### config.mk
export PLATFORM = sky130hd
export DESIGN_NAME = ahb_sram_slave
export DESIGN_NICKNAME = d
export VERILOG_FILES = /design/src/rtl/ahb_sram_slave.sv
export SDC_FILE = /design/constraint.sdc
export NUM_CORES = 1
export LEC_CHECK = 0
export BUFFER_PORTS_ARGS = -buffer_cell sky130_fd_sc_hd__buf_2
export CORE_AREA = 2 2 83 85
export CTS_CLUSTER_DIAMETER = 30
export DETAILED_ROUTE_END_ITERATION = 10
export DIE_AREA = 0 0 85 87
export PLACE_DENSITY_LB_ADDON = 0.15
export REMOVE_ABC_BUFFERS = 1
export SYNTH_ARGS = -nofsm -noshare
export SYNTH_HDL_FRONTEND = slang
export SYNTH_SLANG_ARGS = --single-unit
### constraint.sdc
create_clock -name HCLK -period 4.1 [get_ports HCLK]
set_input_delay 0.82 -clock HCLK [delete_from_list [all_inputs] [get_ports HCLK]]
set_output_delay 0.82 -clock HCLK [all_outputs]
set_load 0.01 [all_outputs]
### src/rtl/ahb_sram_slave.sv
// AHB-Lite slave fronting a single-port synchronous SRAM macro.
// Byte-lane writes, single-cycle reads, one wait state when a read lands on a write data phase.
module ahb_sram_slave #(
    parameter int unsigned MEM_WORDS = 256,
    parameter logic [31:0] BASE_ADDR = 32'h0000_0000
) (
    input  logic        HCLK,
    input  logic        HRESET,
    input  logic        HSEL,
    input  logic [31:0] HADDR,
    input  logic [1:0]  HTRANS,
    input  logic        HWRITE,
    input  logic [2:0]  HSIZE,
    input  logic [31:0] HWDATA,
    input  logic        HREADY,
    output logic        HREADYOUT,
    output logic [1:0]  HRESP,
    output logic [31:0] HRDATA,
    output logic        sram_cen,
    output logic        sram_wen,
    output logic [3:0]  sram_ben,
    output logic [31:0] sram_addr,
    output logic [31:0] sram_din,
    input  logic [31:0] sram_dout
);

    localparam logic [2:0] ST_IDLE    = 3'd0;
    localparam logic [2:0] ST_WR      = 3'd1;
    localparam logic [2:0] ST_RD      = 3'd2;
    localparam logic [2:0] ST_RD_WAIT = 3'd3;
    localparam logic [2:0] ST_ERR1    = 3'd4;
    localparam logic [2:0] ST_ERR2    = 3'd5;

    localparam logic [32:0] WIN_BYTES = 33'(MEM_WORDS) << 2;

    logic [2:0]  state, state_nxt;
    logic [31:0] addr_q, addr_nxt;
    logic [3:0]  ben_q, ben_nxt;

    logic [31:0] off;
    logic [31:0] word_idx;
    logic [3:0]  ben_dec;
    logic        in_range, size_ok, align_ok, legal, accept, ready;
    logic        unused_ok;

    assign off       = HADDR - BASE_ADDR;
    assign word_idx  = {2'b00, off[31:2]};
    assign in_range  = (HADDR >= BASE_ADDR) && ({1'b0, off} < WIN_BYTES);
    assign unused_ok = ^{HTRANS[0], off[1:0]};

    always_comb begin
        size_ok  = 1'b1;
        align_ok = 1'b1;
        ben_dec  = '0;
        case (HSIZE)
            3'b000: ben_dec = 4'b0001 << HADDR[1:0];
            3'b001: begin
                align_ok = ~HADDR[0];
                ben_dec  = HADDR[1] ? 4'b1100 : 4'b0011;
            end
            3'b010: begin
                align_ok = (HADDR[1:0] == 2'b00);
                ben_dec  = '1;
            end
            default: size_ok = 1'b0;
        endcase
    end

    // Reset also masks acceptance so a live bus request cannot reach the SRAM pins.
    assign accept = HSEL & HTRANS[1] & HREADY & ~HRESET;
    assign legal  = in_range & size_ok & align_ok;
    assign ready  = (state != ST_RD_WAIT) && (state != ST_ERR1);

    always_comb begin
        state_nxt = state;
        addr_nxt  = addr_q;
        ben_nxt   = ben_q;
        case (state)
            ST_RD_WAIT: state_nxt = ST_RD;
            ST_ERR1:    state_nxt = ST_ERR2;
            default: begin
                state_nxt = ST_IDLE;
                if (accept) begin
                    if (!legal) begin
                        state_nxt = ST_ERR1;
                    end else if (HWRITE) begin
                        state_nxt = ST_WR;
                        addr_nxt  = word_idx;
                        ben_nxt   = ben_dec;
                    end else if (state == ST_WR) begin
                        state_nxt = ST_RD_WAIT;
                        addr_nxt  = word_idx;
                    end else begin
                        state_nxt = ST_RD;
                    end
                end
            end
        endcase
    end

    always_ff @(posedge HCLK or posedge HRESET) begin
        if (HRESET) begin
            state  <= ST_IDLE;
            addr_q <= '0;
            ben_q  <= '0;
        end else begin
            state  <= state_nxt;
            addr_q <= addr_nxt;
            ben_q  <= ben_nxt;
        end
    end

    // Write data phase owns the port; a colliding read is replayed from addr_q in RD_WAIT.
    always_comb begin
        sram_cen  = 1'b1;
        sram_wen  = 1'b1;
        sram_ben  = '0;
        sram_addr = '0;
        sram_din  = '0;
        if (state == ST_WR) begin
            sram_cen  = 1'b0;
            sram_wen  = 1'b0;
            sram_ben  = ben_q;
            sram_addr = addr_q;
            sram_din  = HWDATA;
        end else if (state == ST_RD_WAIT) begin
            sram_cen  = 1'b0;
            sram_addr = addr_q;
        end else if (ready && accept && legal && !HWRITE) begin
            sram_cen  = 1'b0;
            sram_addr = word_idx;
        end
    end

    assign HREADYOUT = ready;
    assign HRESP     = ((state == ST_ERR1) || (state == ST_ERR2)) ? 2'b01 : 2'b00;
    assign HRDATA    = (state == ST_RD) ? sram_dout : '0;

endmodule

---- Word-level counts from Yosys, hierarchy flattened ----
Index checks and enable logic that the tools add are counted.
cells by class
  magnitude comparators ................... 2
  equality and inequality tests ........... 9
  shift-type cells ........................ 1
  muxes and demuxes ....................... 22
  bitwise operators ....................... 8
  reduce and logical (&&, ||, !) cells .... 14
operators with widths
  kind                    number
  $mux W32                6
  $ge A32 B1 Y1 const B   1
  $lt A32 B11 Y1 const B  1
  $mux W30                1
  $pmux W4 S3             1
  $eq A3 B2 Y1 const B    3
  $mux W4                 2
  $reduce_and A4 Y1       2
  $mux W1                 7
  $eq A3 B1 Y1 const B    2
  $eq A3 B3 Y1 const B    2
  $mux W3                 2
  $pmux W3 S2             1
  $and A1 B1 Y1           5
  $logic_and A1 B1 Y1     5
  $shl A1 B2 Y4 const A   1
  $logic_not A3 Y1        1
  $ne A3 B2 Y1 const B    1
  $ne A3 B3 Y1 const B    1
  $not A1 Y1              3
  $reduce_or A3 Y1        1
  $logic_not A2 Y1        1
  $mux W2                 1
  $pmux W1 S2             1
  other kinds (4)         4
storage, ports and cells
  register bits after elaboration ......... 39
  bits of input ports ..................... 106
  output and inout port bits .............. 105
  word-level logic and storage cells ...... 59

---- Depth between registers and ports, before layout ----
  word-level depth ........................ 10
  depth in mapped cells ................... 7
  mapped depth without buffers ............ 5

---- Worst setup path after synthesis ----
No wires, ideal clock.
  path kind ............................... input-to-output
  from .................................... input port HRESET
  to ...................................... output port sram_addr[0]
  arrival ................................. 2.112 ns
  setup slack ............................. 1.168 ns
  cell stages on the path ................. 5
  path buffers ............................ 0
  cells stage by stage .................... nand4b_1 -> a211o_1 -> a2111o_1 -> nor3_4 -> a22o_1
between the ends
  longest elaborated chain between the ends .. 8
ends and longest elaborated chain
  what                               RTL line  text
  start, declared                    8         input logic HRESET,
  $not A1 Y1                         70        assign accept = HSEL & HTRANS[1] & HREADY & ~HRESET;
  $and A1 B1 Y1                      70
  $logic_and A1 B1 Y1 (3 in series)  129       end else if (ready && accept && legal && !HWRITE) begin
  $mux W30                           129
  $mux W32                           126       end else if (state == ST_RD_WAIT) begin
  $mux W32                           120       if (state == ST_WR) begin
  end, declared                      22        output logic [31:0] sram_addr,
Every way passes these cells.

---- Worst setup path after layout ----
  from .................................... input port HADDR[28]
  to ...................................... output port sram_addr[1]
between the ends
  longest elaborated chain between the ends .. 9
ends and longest elaborated chain
  what                                                    RTL line  text
  start, declared                                         10        input logic [31:0] HADDR,
  $ge A32 B1 Y1 / $lt A32 B11 Y1 (equally long branches)  48        assign in_range = (HADDR >= BASE_ADDR) && ({1'b0, off} < WIN_BYTES);
  $logic_and A1 B1 Y1 *                                   48
  $and A1 B1 Y1 * (2 in series)                           71        assign legal = in_range & size_ok & align_ok;
  $logic_and A1 B1 Y1 * (2 in series)                     129
  $mux W30 *                                              129
  $mux W32 *                                              126
  $mux W32 *                                              120
Mark *: on every way between the ends. The rest lies on a longest branch, timed or not.

==> results by group <==
STA
  • Hold slack final: 0.490 ns
  • Setup_tns: 0 ns
  • Crit share post-route: about 80%
  • RSZ-0062 raised after global routing: false
  • Max-slew violations: 0
  • Final hold vios: 0
  • Minimum clock period: 3.33 ns
  • Final setup vio count: 0
  • Final WS setup: 0.775 ns
  • Worst slew pin tran: 0.560 ns
  • Clk_skew: 0.00741 ns
  • Fmax: about 0.3 GHz
  • Slew margin rel.: slightly above 60%

Worst setup path
  • Slowest cell on crit path: a2111o_1
  • Critical path cell sequence: buf_2, nor4_1, nand3_1, a2111o_1, nor3_4, a22o_1, buf_2
  • Critical Path RT: 3.28 ns
  • Reg2reg end: addr_q[2]$_DFFE_PP0P_
  • Slowest Stage Delay on Critical Path: 0.42 ns
  • WP buf/inv: 2
  • Setup CP Type: primary input to output pin
  • Critical Path AT: 2.51 ns
  • Worst Setup End Kind: output pin
  • Worst r2r path cells: 5
  • CP startpoint kind: primary input
  • Reg2reg start: state[2]$_DFF_PP0_
  • Critical path's most frequent cell: buf_2
  • Top Family by Delay on Critical Path: simple AND/OR/NAND/NOR gates
  • Crit-path max FO: 8
  • FF-to-FF setup slack: 1.83 ns

Detailed routing
  • Drt pass-1 iters: 4
  • Vias: between 2,000 and 2,500
  • Antenna Nets Post-Route: 0
  • Residual DRC: 0
  • Avg Vias per Cell: between 4 and 5
  • Routed length per placed instance: 13.2 um
  • DRT iter0 DRCs: 59
  • Final wirelength: ~7000 um

Place
  • Port Buf Inserts: 206
  • RePlAce Congestion: 0.795
  • Dpl hpwl: 5490 um
  • Pre-CTS setup slack: 0.804 ns
  • Placed cells: 510

GRT
  • First-pass GRT wire length: between 10,000 and 15,000 um
  • Vias in the first global route: 2,037
  • Largest net degree at the start of global routing: 37
  • Antenna violations before repair: 0
  • Grt total ovfl: 0
  • Global Route Usage Sum: 17.7%

Logic synthesis
  • Mean Syn Cell Area: 9.50 sq um
  • #FFs+latches synth: 37
  • Synth cell types: 32
  • Yosys Warn Count: 0
  • Gate Count Post-Synth: roughly 240
  • Synth Cell Area: 2230 sq um
  • Post-synthesis sequential area ratio: 41.5%

Worst hold path
  • Hold path depth: 1
  • Hold EP: addr_q[0]$_DFFE_PP0P_
  • HP Start: addr_q[0]$_DFFE_PP0P_
  • Hold Path Class: flip-flop to flip-flop

Power and ir drop
  • Leakage: 2.13 nW
  • Pwr dens: 316 nW/um^2
  • Combinational power share: 34.9%
  • Flop pwr share: between 30% and 40%
  • Internal cell power: 0.000732 W
  • Net Sw Power: 0.000354 W
  • Sw Ratio: between 30% and 40%
  • Maximum ir drop on the vdd rail: 0.215 mV
  • Clock share of power: about 30%

Layout
  • Final core utilization: 52.3%
  • Area grow syn2layout: 53.9%
  • Post-Layout Cell Count: 518
  • Antenna cells: 0
  • Net count, final: 543
  • Sequential cell area: slightly above 900 sq um
  • # fillers: around 650
  • Area of the multi-input gates: 1210 sq um
  • Share of cells above drive strength 1: 51.8%

Floorplanning
  • Ports: 211
  • Die area: 7400 sq um
  • Die span in x: 85 um
  • Placeable Area: 6570 sq um
  • Die Span Y: 87 um
  • Initial core utilization: 34.0%
  • FP Rows: 30

Clocking
  • Max H-tree Level: 2
  • Worst-Skew Late Latency: 0.29 ns
  • Number of gates resized after cts: 0
  • Clk buf depth: 2
  • Clk sinks: 37
  • Hold-fix buffers, CTS: 0
  • Post-CTS setup buffers: 0
  • CTS Root Cell: clkbuf_8
  • Reg clk slew, reported paths: 0.07 ns
  • Total CTS buffers: 5
  • TritonCTS clock tree: done

Run status
  • Status: complete, no violations

Flow run
  • Maximum capacitance violations: 0
cells by family after synthesis:
group,share of synthesized area (%)
AND/OR/NAND/NOR,38.9
flip-flops,41.5
buffers and inverters,5.15
AO/OA/AOI/OAI,8.40
multiplexers,5.94
other,0.168
stage by stage:
stage | instance area (sq um) | total power (W)
4_1_cts | 3440 | 0.00110
3_5_place_dp | 3320 | 0.000770
6_report | 3440 | 0.00109
3_3_place_gp | 3320 | 0.000767
5_1_grt | 3440 | 0.00115
2_1_floorplan | 2150 | 0.000572
area by class of cell:
| cell class | count | area share, % |
|---|---|---|
| Multi-Input combinational cell | 177 | 35.1 |
| Clock inverter | 2 | 1.09 |
| Inverter | 6 | 0.655 |
| Sequential cell | 37 | 26.9 |
| Timing Repair Buffer | 210 | 30.9 |
| Clock buffer | 6 | 2.40 |
| Tap cell | 80 | 2.91 |
layer usage:
| metal | vias up | GRT usage (%) | part of all wire, % |
|---|---|---|---|
| met4 | 0 | 6.93 | 1.6 |
| met5 | - | 0 | 0 |
| li1 | 1151 | - | - |
| met2 | 100 | 27.9 | 48 |
| met1 | 1032 | 23.3 | 42 |
| met3 | 11 | 4.55 | 8.2 |
sequential cells by signal, summed over array words and instances (netlist names):
register / flops
state: 3
ben_q: 4
addr_q: 30
worst max path at each step:
stage	start	slack (ns)	cells after the start	endpoint
finish	HADDR[28]	0.77	7	sram_addr[1]
global route	HADDR[28]	0.62	7	sram_addr[7]
CTS	HADDR[28]	0.79	7	sram_addr[5]
detailed placement	HADDR[28]	0.80	7	sram_addr[5]
global placement	HADDR[11]	0.80	7	sram_addr[1]
floorplan	state[2]$_DFF_PP0_	0.42	4	sram_ben[1]
synthesized netlist by cell type:
cell type	count	area share, %
a22o_1	8	3.1
buf_4	3	1.0
nand2b_1	2	0.56
clkbuf_1	10	1.7
a2111oi_4	1	1.2
a21oi_1	4	0.90
o21bai_1	1	0.34
nor2_1	6	1.0
nor4_1	5	1.4
nor3_4	1	0.73
o21a_4	1	0.67
conb_1	1	0.17
mux2i_1	2	0.90
a211o_1	1	0.39
nor2b_1	28	7.8
a211oi_1	1	0.34
and2_1	88	25
dfrtp_1	37	41
mux2_1	7	3.5
nand2_1	3	0.50
buf_6	2	1.0
buf_2	2	0.45
nand3b_1	1	0.34
nand4_1	1	0.28
mux2_2	3	1.5
inv_1	6	1.0
a2111o_1	1	0.50
nand3_1	1	0.22
or2_2	1	0.28
nand4b_1	1	0.39
o21ai_0	4	0.90
nor3b_1	2	0.67
worst register-to-register path, delay by kind of cell (launching register included):
family          cells  cell delay (ns)
mux                 1             0.39
simple gates        1             0.19
compound gates      3             1.17
flops               1             0.42
power groups by stage:
stage	sequential [W]	clock (W)	combinational [W]
6_report	0.000382	0.000325	0.000379
5_1_grt	0.000384	0.000348	0.000416
4_1_cts	0.000382	0.000337	0.000384
3_5_place_dp	0.000389	0	0.000382
3_3_place_gp	0.000388	0	0.000379
2_1_floorplan	0.000385	0	0.000187
cells in the final DEF (no fill, tap or decap), types with 2 or more instances in the layout:
master | synthesis | final
nand2b_1 | 2 | 2
nor4_1 | 5 | 5
dfrtp_1 | 37 | 37
conb_1 | 1 | 3
a21oi_1 | 4 | 4
clkbuf_8 | 0 | 6
and2_1 | 88 | 88
a22o_1 | 8 | 8
inv_1 | 6 | 6
mux2_2 | 3 | 3
mux2i_1 | 2 | 2
nor2_1 | 6 | 6
nand2_1 | 3 | 3
buf_4 | 3 | 4
nor2b_1 | 28 | 27
mux2_1 | 7 | 7
buf_2 | 2 | 206
o21ai_0 | 4 | 4
Note: power is estimated with default switching activity, not from simulation.
